`src/rtl/sync_fifo_fwft_if.sv`:
```
// Bundle of the sync_fifo_fwft data, flag and error signals.
// The master side is the producer/consumer pair; the slave side is the FIFO.
interface sync_fifo_fwft_if #(
  parameter int WIDTH = 8,
  parameter int DEPTH = 16
) ();
  localparam int AW = $clog2(DEPTH);

  logic             wr_en;
  logic [WIDTH-1:0] din;
  logic             rd_en;
  logic [WIDTH-1:0] dout;
  logic             full;
  logic             empty;
  logic [AW:0]      af_thresh;
  logic [AW:0]      ae_thresh;
  logic             almost_full;
  logic             almost_empty;
  logic [AW:0]      level;
  logic             err_clr;
  logic             overflow;
  logic             underflow;

  modport master (
    output wr_en, din, rd_en, af_thresh, ae_thresh, err_clr,
    input  dout, full, empty, almost_full, almost_empty, level, overflow, underflow
  );

  modport slave (
    input  wr_en, din, rd_en, af_thresh, ae_thresh, err_clr,
    output dout, full, empty, almost_full, almost_empty, level, overflow, underflow
  );
endinterface

```
`src/rtl/sync_fifo_fwft.sv`:
```
// Single-clock FIFO with standard or first-word-fall-through read, programmable
// almost flags and live level. Sticky overflow/underflow exist when SYNC_FIFO_ERR_EN is defined.
module sync_fifo_fwft #(
  parameter int WIDTH = 8,
  parameter int DEPTH = 16,
  parameter bit FWFT  = 1'b0
) (
  input  logic            clk,
  input  logic            rst_n,
  sync_fifo_fwft_if.slave fifo_io
);
  localparam int          AW      = $clog2(DEPTH);
  localparam logic [AW:0] DEPTH_L = (AW+1)'(DEPTH);

  logic [WIDTH-1:0] mem_q [DEPTH];
  logic [AW-1:0]    wr_ptr_q, wr_ptr_d;
  logic [AW-1:0]    rd_ptr_q, rd_ptr_d;
  logic [AW:0]      level_q, level_d;
  logic             full, empty, rd_ok, wr_ok;

  // Handshake: a read is taken when rd_en && !empty; a write is taken when
  // wr_en && (!full || rd_ok), so a full FIFO still accepts a write paired with a read.
  assign full  = (level_q == DEPTH_L);
  assign empty = (level_q == '0);
  assign rd_ok = fifo_io.rd_en && !empty;
  assign wr_ok = fifo_io.wr_en && (!full || rd_ok);

  always_comb begin
    wr_ptr_d = wr_ptr_q;
    rd_ptr_d = rd_ptr_q;
    level_d  = level_q;
    if (wr_ok) wr_ptr_d = wr_ptr_q + AW'(1);
    if (rd_ok) rd_ptr_d = rd_ptr_q + AW'(1);
    case ({wr_ok, rd_ok})
      2'b10:   level_d = level_q + (AW+1)'(1);
      2'b01:   level_d = level_q - (AW+1)'(1);
      default: level_d = level_q;
    endcase
  end

  always_ff @(posedge clk or negedge rst_n) begin
    if (!rst_n) begin
      wr_ptr_q <= '0;
      rd_ptr_q <= '0;
      level_q  <= '0;
    end else begin
      wr_ptr_q <= wr_ptr_d;
      rd_ptr_q <= rd_ptr_d;
      level_q  <= level_d;
    end
  end

  // Storage has no reset; reset only discards it by clearing the pointers.
  always_ff @(posedge clk) begin
    if (wr_ok) mem_q[wr_ptr_q] <= fifo_io.din;
  end

  generate
    if (FWFT) begin : g_fwft
      assign fifo_io.dout = mem_q[rd_ptr_q];
    end else begin : g_std
      logic [WIDTH-1:0] dout_q, dout_d;

      always_comb begin
        dout_d = dout_q;
        if (rd_ok) dout_d = mem_q[rd_ptr_q];
      end

      always_ff @(posedge clk or negedge rst_n) begin
        if (!rst_n) dout_q <= '0;
        else        dout_q <= dout_d;
      end

      assign fifo_io.dout = dout_q;
    end
  endgenerate

  assign fifo_io.full         = full;
  assign fifo_io.empty        = empty;
  assign fifo_io.level        = level_q;
  assign fifo_io.almost_full  = (level_q >= fifo_io.af_thresh);
  assign fifo_io.almost_empty = (level_q <= fifo_io.ae_thresh);

`ifdef SYNC_FIFO_ERR_EN
  logic overflow_q, overflow_d;
  logic underflow_q, underflow_d;

  // A new error in the clearing cycle keeps the flag set.
  always_comb begin
    overflow_d  = overflow_q;
    underflow_d = underflow_q;
    if (fifo_io.wr_en && !wr_ok)      overflow_d = 1'b1;
    else if (fifo_io.err_clr)         overflow_d = 1'b0;
    if (fifo_io.rd_en && !rd_ok)      underflow_d = 1'b1;
    else if (fifo_io.err_clr)         underflow_d = 1'b0;
  end

  always_ff @(posedge clk or negedge rst_n) begin
    if (!rst_n) begin
      overflow_q  <= 1'b0;
      underflow_q <= 1'b0;
    end else begin
      overflow_q  <= overflow_d;
      underflow_q <= underflow_d;
    end
  end

  assign fifo_io.overflow  = overflow_q;
  assign fifo_io.underflow = underflow_q;
`else
  logic unused_err_clr;
  assign unused_err_clr    = fifo_io.err_clr;
  assign fifo_io.overflow  = 1'b0;
  assign fifo_io.underflow = 1'b0;
`endif
endmodule

```
`src/flat_wrapper.sv`:
```
// flat-port wrapper written by rule: the top's interface ports become plain ports
module sync_fifo_fwft_flat 
#(
  parameter int WIDTH = 8,
  parameter int DEPTH = 16,
  parameter bit FWFT  = 1'b0
)
  (clk, rst_n, fifo_io_wr_en, fifo_io_din, fifo_io_rd_en, fifo_io_af_thresh, fifo_io_ae_thresh, fifo_io_err_clr, fifo_io_dout, fifo_io_full, fifo_io_empty, fifo_io_almost_full, fifo_io_almost_empty, fifo_io_level, fifo_io_overflow, fifo_io_underflow);
  sync_fifo_fwft_if #(.WIDTH(WIDTH), .DEPTH(DEPTH)) fifo_io_i ();
  input  logic clk;
  input  logic rst_n;
  input wire logic [$bits(fifo_io_i.wr_en)-1:0] fifo_io_wr_en;
  input wire logic [$bits(fifo_io_i.din)-1:0] fifo_io_din;
  input wire logic [$bits(fifo_io_i.rd_en)-1:0] fifo_io_rd_en;
  input wire logic [$bits(fifo_io_i.af_thresh)-1:0] fifo_io_af_thresh;
  input wire logic [$bits(fifo_io_i.ae_thresh)-1:0] fifo_io_ae_thresh;
  input wire logic [$bits(fifo_io_i.err_clr)-1:0] fifo_io_err_clr;
  output wire logic [$bits(fifo_io_i.dout)-1:0] fifo_io_dout;
  output wire logic [$bits(fifo_io_i.full)-1:0] fifo_io_full;
  output wire logic [$bits(fifo_io_i.empty)-1:0] fifo_io_empty;
  output wire logic [$bits(fifo_io_i.almost_full)-1:0] fifo_io_almost_full;
  output wire logic [$bits(fifo_io_i.almost_empty)-1:0] fifo_io_almost_empty;
  output wire logic [$bits(fifo_io_i.level)-1:0] fifo_io_level;
  output wire logic [$bits(fifo_io_i.overflow)-1:0] fifo_io_overflow;
  output wire logic [$bits(fifo_io_i.underflow)-1:0] fifo_io_underflow;
  assign fifo_io_i.wr_en = fifo_io_wr_en;
  assign fifo_io_i.din = fifo_io_din;
  assign fifo_io_i.rd_en = fifo_io_rd_en;
  assign fifo_io_i.af_thresh = fifo_io_af_thresh;
  assign fifo_io_i.ae_thresh = fifo_io_ae_thresh;
  assign fifo_io_i.err_clr = fifo_io_err_clr;
  assign fifo_io_dout = fifo_io_i.dout;
  assign fifo_io_full = fifo_io_i.full;
  assign fifo_io_empty = fifo_io_i.empty;
  assign fifo_io_almost_full = fifo_io_i.almost_full;
  assign fifo_io_almost_empty = fifo_io_i.almost_empty;
  assign fifo_io_level = fifo_io_i.level;
  assign fifo_io_overflow = fifo_io_i.overflow;
  assign fifo_io_underflow = fifo_io_i.underflow;
  sync_fifo_fwft #(.WIDTH(WIDTH), .DEPTH(DEPTH), .FWFT(FWFT)) u_core (.clk(clk), .rst_n(rst_n), .fifo_io(fifo_io_i));
endmodule
```
`config.mk`:
```
export PLATFORM = sky130hd
export DESIGN_NAME = sync_fifo_fwft_flat
export DESIGN_NICKNAME = d
export VERILOG_FILES = /design/src/rtl/sync_fifo_fwft_if.sv /design/src/rtl/sync_fifo_fwft.sv /design/src/flat_wrapper.sv
export SDC_FILE = /design/constraint.sdc
export NUM_CORES = 1
export LEC_CHECK = 0
export ABC_AREA = 0
export ABC_CLOCK_PERIOD_IN_PS = 2600
export CAP_MARGIN = 20
export CORE_MARGIN = 2
export CORE_UTILIZATION = 53
export CTS_BUF_LIST = sky130_fd_sc_hd__clkbuf_4 sky130_fd_sc_hd__clkbuf_8 sky130_fd_sc_hd__clkbuf_16
export DETAILED_ROUTE_END_ITERATION = 10
export PLACE_DENSITY_LB_ADDON = 0.15
export SLEW_MARGIN = 40
export SYNTH_ARGS = -nofsm -noshare
export SYNTH_HDL_FRONTEND = slang
export SYNTH_SLANG_ARGS = --single-unit
```
`constraint.sdc`:
```
create_clock -name clk -period 2.6 [get_ports clk]
set_input_delay 0.26 -clock clk [delete_from_list [all_inputs] [get_ports clk]]
set_output_delay 0.26 -clock clk [all_outputs]
set_load 0.01 [all_outputs]
```
Word level (Yosys, flattened, before mapping):

Memory sizes are Yosys's and may differ from the RTL's. A register that Yosys moved wholly into a read port is not among the register bits.
Cells that the tools add are included.

* shift operators: 0
* eq/ne operators: 3
* add/subtract/negate cells: 4
* reduce and logical (&&, ||, !) cells: 8
* order comparisons: 2
* mux-type cells: 3
* multiply operators: 0
* divide/modulo/power cells: 0
* bitwise operators: 0

Operator list (count)
* 5-bit case mux with 2 select lines: 1
* 4-bit by 1-bit adder with 4-bit output, second input constant: 2
* 5-bit by 1-bit adder with 5-bit output, second input constant: 1
* 5-bit equality test, second input constant: 1
* 5-bit greater-or-equal comparator: 1
* 5-bit less-or-equal comparator: 1
* 5-bit zero test: 1
* 5-bit by 1-bit subtractor with 5-bit output, second input constant: 1
* 1-bit zero test: 3
* 2-bit by 1-bit equality test with 1-bit output, second input constant: 1
* 2-bit equality test, second input constant: 1
* 1-bit logical AND: 2
* 1-bit two-way mux: 2
* 2-bit nonzero test: 1
* 1-bit logical OR: 1

* output and inout bits: 19
* bits of input ports: 23
* ROM bits: 0
* word-level logic and storage cells: 24
* bits in registers: 13
* RAM bits: 128
* latch bits: 0
* memories kept: 1

Memory list
* u_core.mem_q: words 16, width 8, rd ports 1, clocked after Yosys merged registers in 1, wr ports 1, line sync_fifo_fwft.sv:15 `logic [WIDTH-1:0] mem_q [DEPTH];`

Logic depth before layout (Yosys ltp):

* depth after elaboration: 7
* depth in mapped cells: 10
* gate-level depth less buffers: 10

Worst setup path after synthesis:

No wires, ideal clock.

* path type: flip-flop to flip-flop
* from: reg u_core.level_q[0] (netlist: u_core.fifo_io.level[0])
* to: reg u_core.level_q[4] (netlist: u_core.fifo_io.level[4])
* stages on the path, launching flop included: 11
* path buffers: 0
* arrival time: 2.650 ns
* data required time: 2.513 ns
* setup slack: -0.137 ns
* clock period less this slack: 2.737 ns
* cell sequence: dfrtp_1 -> or4_1 -> o21a_1 -> nand2b_2 -> inv_2 -> ha_1 -> nor2b_1 -> o21a_1 -> or2_2 -> o32a_1 -> o211ai_1

* word-level cells in the longest chain between the ends: 7
* elaborated cells on any way between the ends: 13
* those cells by class: add/sub (2); eq/ne (3); mux (1); reduce/logical (7)

RTL lines
* start, declared: line sync_fifo_fwft.sv:18 `logic [AW:0] level_q, level_d;`
* start signal, assigned: line sync_fifo_fwft.sv:49 `level_q <= level_d;`
* 5-bit zero test: line sync_fifo_fwft.sv:24 `assign empty = (level_q == '0);`
* 1-bit zero test: line sync_fifo_fwft.sv:25 `assign rd_ok = fifo_io.rd_en && !empty;`
* 1-bit logical AND: line sync_fifo_fwft.sv:25
* 1-bit logical OR: line sync_fifo_fwft.sv:26 `assign wr_ok = fifo_io.wr_en && (!full || rd_ok);`
* 1-bit logical AND: line sync_fifo_fwft.sv:26
* 2-bit by 1-bit equality test with 1-bit output or 2-bit equality test (tied branches): line sync_fifo_fwft.sv:34 `case ({wr_ok, rd_ok})`
* 5-bit case mux with 2 select lines or 2-bit nonzero test (tied branches)

Several ways; a longest one is shown, not always the timed one.
A chain may end at the register's enable or synchronous reset.

Worst setup path after layout:

* from: reg u_core.level_q[1] (netlist: u_core.fifo_io.level[1])
* to: reg u_core.level_q[4] (netlist: u_core.fifo_io.level[4])

Same word-level chain as after synthesis.

==> run metrics <==
H-Tree Depth 4; final WL ~12 mm; R2R Setup Slk around 0.04 ns; crit path kind flip-flop to flip-flop; post-synthesis mux area share roughly 14%; Antenna diodes 0; drt drc 0; Layout Cells excl Fill 568; most used cell, CP o21a_1; core box area 11470 µm²; Yosys cell types 40; CTS Root Cell clkbuf_16; Remaining Overflow, GRT 0; register area share after synthesis a little over two thirds; PortBufs 38; Simple-Gate Fraction of Synth Area about 3.8%; Adder-Cell Fraction of Synth Area roughly 3.9%; design area approximately 7600 µm²; Max FO, Critical Path 4; Reg power frac 38.9%; status complete, no violations; post-route setup TNS 0 ns; Die X approximately 110 µm; switching power around 0.0025 W; slew at the pin closest to its max-slew limit around 0.59 ns; Setup Skew roughly 0.0095 ns; slowest CP cell or4_4; final-stage net count between 400 and 500; RSZ-0062 raised after global routing yes; internal power roughly 0.0058 W; FILL cells about 790; CP Launch Type flip-flop; GR Util All Layers 21.51%; Post-synth EDFFs about 130; Pre-antenna DRT Iters 4; fin crit period ~2.6 ns; maximum capacitance violations 0; IO Pins 42; Reg area around 4400 µm²; fmax between 300 and 400 MHz; top post-synthesis cells by area edfxtp_1, mux4_2, dfrtp_1, ha_1, o22ai_1; first-pass GRT wire length slightly below 20 mm; Comb power frac 32.3%; Pwr per Cell Area 1093 nW/µm²; post-synthesis xor/xnor area fraction about 1.3%; RR Startpoint u_core.fifo_io.level[1]$_DFFE_PN0P_; Final Max Slew Viols 0; clk sink count around 150; Final Hold Viols 0; Syn Area/Cell about 18 µm²; final worst path period share 98.46%; Multi-input gate area 1772 µm²; Clk pwr share 28.7%; max_slew headroom approximately three fifths; total CTS buffers 17; ys flop type edfxtp_1; DRT antenna net count 0; worst endpoint data arrival time between 2 and 3 ns; DR vias/cell a little under 6; leakage 2.654 nW; worst path required time about 3 ns; vias in the first global route 3405; Hold Path Class input port to asynchronous set/reset pin; Die H roughly 110 µm; Worst-path clk slew ~0.06 ns; via count about 3300; YS warnings 0; FF-to-FF path depth 10; row count 39; VDD IR max 0.8846 mV; Post-DP HPWL 7.828 mm; Async SR Flop Fraction 14.09%; placed cell count 536; initial antenna violation count 0; largest family of logic cells by synthesized area multiplexers; Initial Util approximately 54%; clk_lat worst skew between 0.4 and 0.5 ns; initial DRC count approximately 250; number of synthesized register bits approximately 150; GPL Wtd Cong around 0.77; placed cell areas around 7000 µm²; crit end category flip-flop; largest net degree at the start of global routing 26; Critical R2R Capture u_core.fifo_io.level[4]$_DFFE_PN0P_; clock tree buffer depth 2; die area approximately 13000 µm²; switch share roughly 30%; CTS tree built; Synth top area share approximately 62%; cts hold-fix bufs 0; Area Growth Syn to Fin 21.57%; layout cells sized above 1 28.24%; slowest cell delay on critical path 0.53 ns; leading area contributor after synthesis edfxtp_1; synthesized instance count approximately 340; Syn Std Cell Area ~6200 µm²; routed length per instance 21.64 µm; CP Cell Sequence or4_4 > o21a_1 > nand2b_4 > inv_4 > ha_4 > nor2b_1 > o21a_1 > or2_4 > o32a_1 > o211ai_1; Synth Area in Compound Gates around 4.6%; final setup violating endpoints 0
-- synth_stat cells, drive strengths merged (3+ instances only) --
library cell / instances
nand3: 3
mux4: 32
a21oi: 12
o22ai: 17
nand2b: 4
mux2: 11
nor2b: 3
edfxtp: 128
nor2: 7
clkbuf: 7
inv: 18
buf: 10
dfrtp: 21
xnor2: 8
nor4: 5
o21a: 6
ha: 18
o21ai: 4
and2: 8
nand2: 6
-- cell families (layout without fill, tap and decap cells) --
family | after synthesis | after routing
xor+xnor | 9 | 9
mux | 44 | 44
flops | 149 | 149
buf+inv | 35 | 115
simple gates | 43 | 43
compound gates | 44 | 44
fa+ha+maj | 19 | 19
other cells | 1 | 2
-- state kept, by name (all words and copies together), names as in the netlist --
signal	flops
u_core.fifo_io.dout	8
u_core.fifo_io.level	5
u_core.mem_q	128
u_core.rd_ptr_q	4
u_core.wr_ptr_q	4
-- power groups by stage --
stage | Combinational [W] | Sequential (W) | Clock, W
2_1_floorplan | 0.00176 | 0.00322 | 0
5_1_grt | 0.00293 | 0.00326 | 0.00251
4_1_cts | 0.00271 | 0.00322 | 0.00242
3_5_place_dp | 0.00270 | 0.00327 | 0
6_report | 0.00268 | 0.00322 | 0.00238
3_3_place_gp | 0.00266 | 0.00324 | 0
-- critical path, delay by kind of cell (launching register included) --
kind | cells | cell delay, ns
buf+inv | 1 | 0.05
simple gates | 4 | 0.98
flops | 1 | 0.40
compound gates | 4 | 0.82
fa+ha+maj | 1 | 0.22
-- final cells by class --
type / instances / area share (%)
Multi-Input combinational cell: 161 / 23.40
Sequential cell: 149 / 57.75
Clock inverter: 12 / 1.718
Timing Repair Buffer: 65 / 7.849
Clock buffer: 20 / 5.998
Tap cell: 143 / 2.363
Inverter: 18 / 0.9253
-- through the flow --
stage               utilization (%)  power (W)  setup WS [ns]  hold WS [ns]
floorplan                         -   0.004973       0.004277      -0.03559
global placement              60.83   0.005902        0.03829        0.5331
detailed placement            60.92   0.005965      -0.006043        0.5438
CTS                           65.99   0.008344       0.008389        0.2161
global route                  66.03   0.008699       -0.07665        0.2274
finish                        66.03   0.008276        0.04007        0.2219
-- cell usage in the layout, fill, tap and decap left out, types with 2 or more instances in the layout --
master / count
clkinvlp_4: 2
clkinv_4: 3
edfxtp_1: 128
mux4_2: 32
a21oi_1: 11
inv_1: 16
clkbuf_4: 2
clkbuf_16: 17
nor2_2: 4
o21ai_0: 3
nor4_2: 4
nand2b_1: 3
o22ai_1: 17
bufinv_16: 2
buf_4: 26
clkdlybuf4s50_1: 36
dfrtp_2: 3
clkinv_2: 4
nor3b_1: 2
mux2_2: 9
o21a_1: 6
nor2_1: 3
nand4_1: 2
nor2b_1: 3
nand3_1: 3
nand2_1: 6
dfrtp_1: 18
conb_1: 2
and2_1: 8
ha_1: 17
xnor2_1: 8
mux2_1: 2
-- metal layers --
metal | track usage [%] | part of all wire, % | up-vias
li1 | - | - | 1490
met1 | 30.87 | 46 | 1712
met2 | 32.77 | 48 | 90
met3 | 4.968 | 4.9 | 15
met4 | 8.211 | 1.1 | 0
met5 | 0 | 0 | -
-- what timing repair did --
action,CTS,global route
setup endpoints to repair,2,2
buffers inserted,0,0
gates resized for setup,3,2
pin swaps,0,1
-- worst max-delay path by stage --
stage / startpoint / endpoint / slack [ns] / depth (start not counted)
5_1_grt: u_core.fifo_io.level[1]$_DFFE_PN0P_ / u_core.fifo_io.level[4]$_DFFE_PN0P_ / -0.08 / 10
6_report: u_core.fifo_io.level[1]$_DFFE_PN0P_ / u_core.fifo_io.level[4]$_DFFE_PN0P_ / 0.04 / 10
3_5_place_dp: fifo_io_ae_thresh[1] / fifo_io_almost_empty / -0.006 / 9
2_1_floorplan: u_core.fifo_io.level[1]$_DFFE_PN0P_ / u_core.fifo_io.level[4]$_DFFE_PN0P_ / 0.004 / 10
4_1_cts: u_core.fifo_io.level[1]$_DFFE_PN0P_ / u_core.fifo_io.level[4]$_DFFE_PN0P_ / 0.008 / 10
3_3_place_gp: fifo_io_ae_thresh[1] / fifo_io_almost_empty / 0.04 / 9
Power figures use the tool's default switching activity.
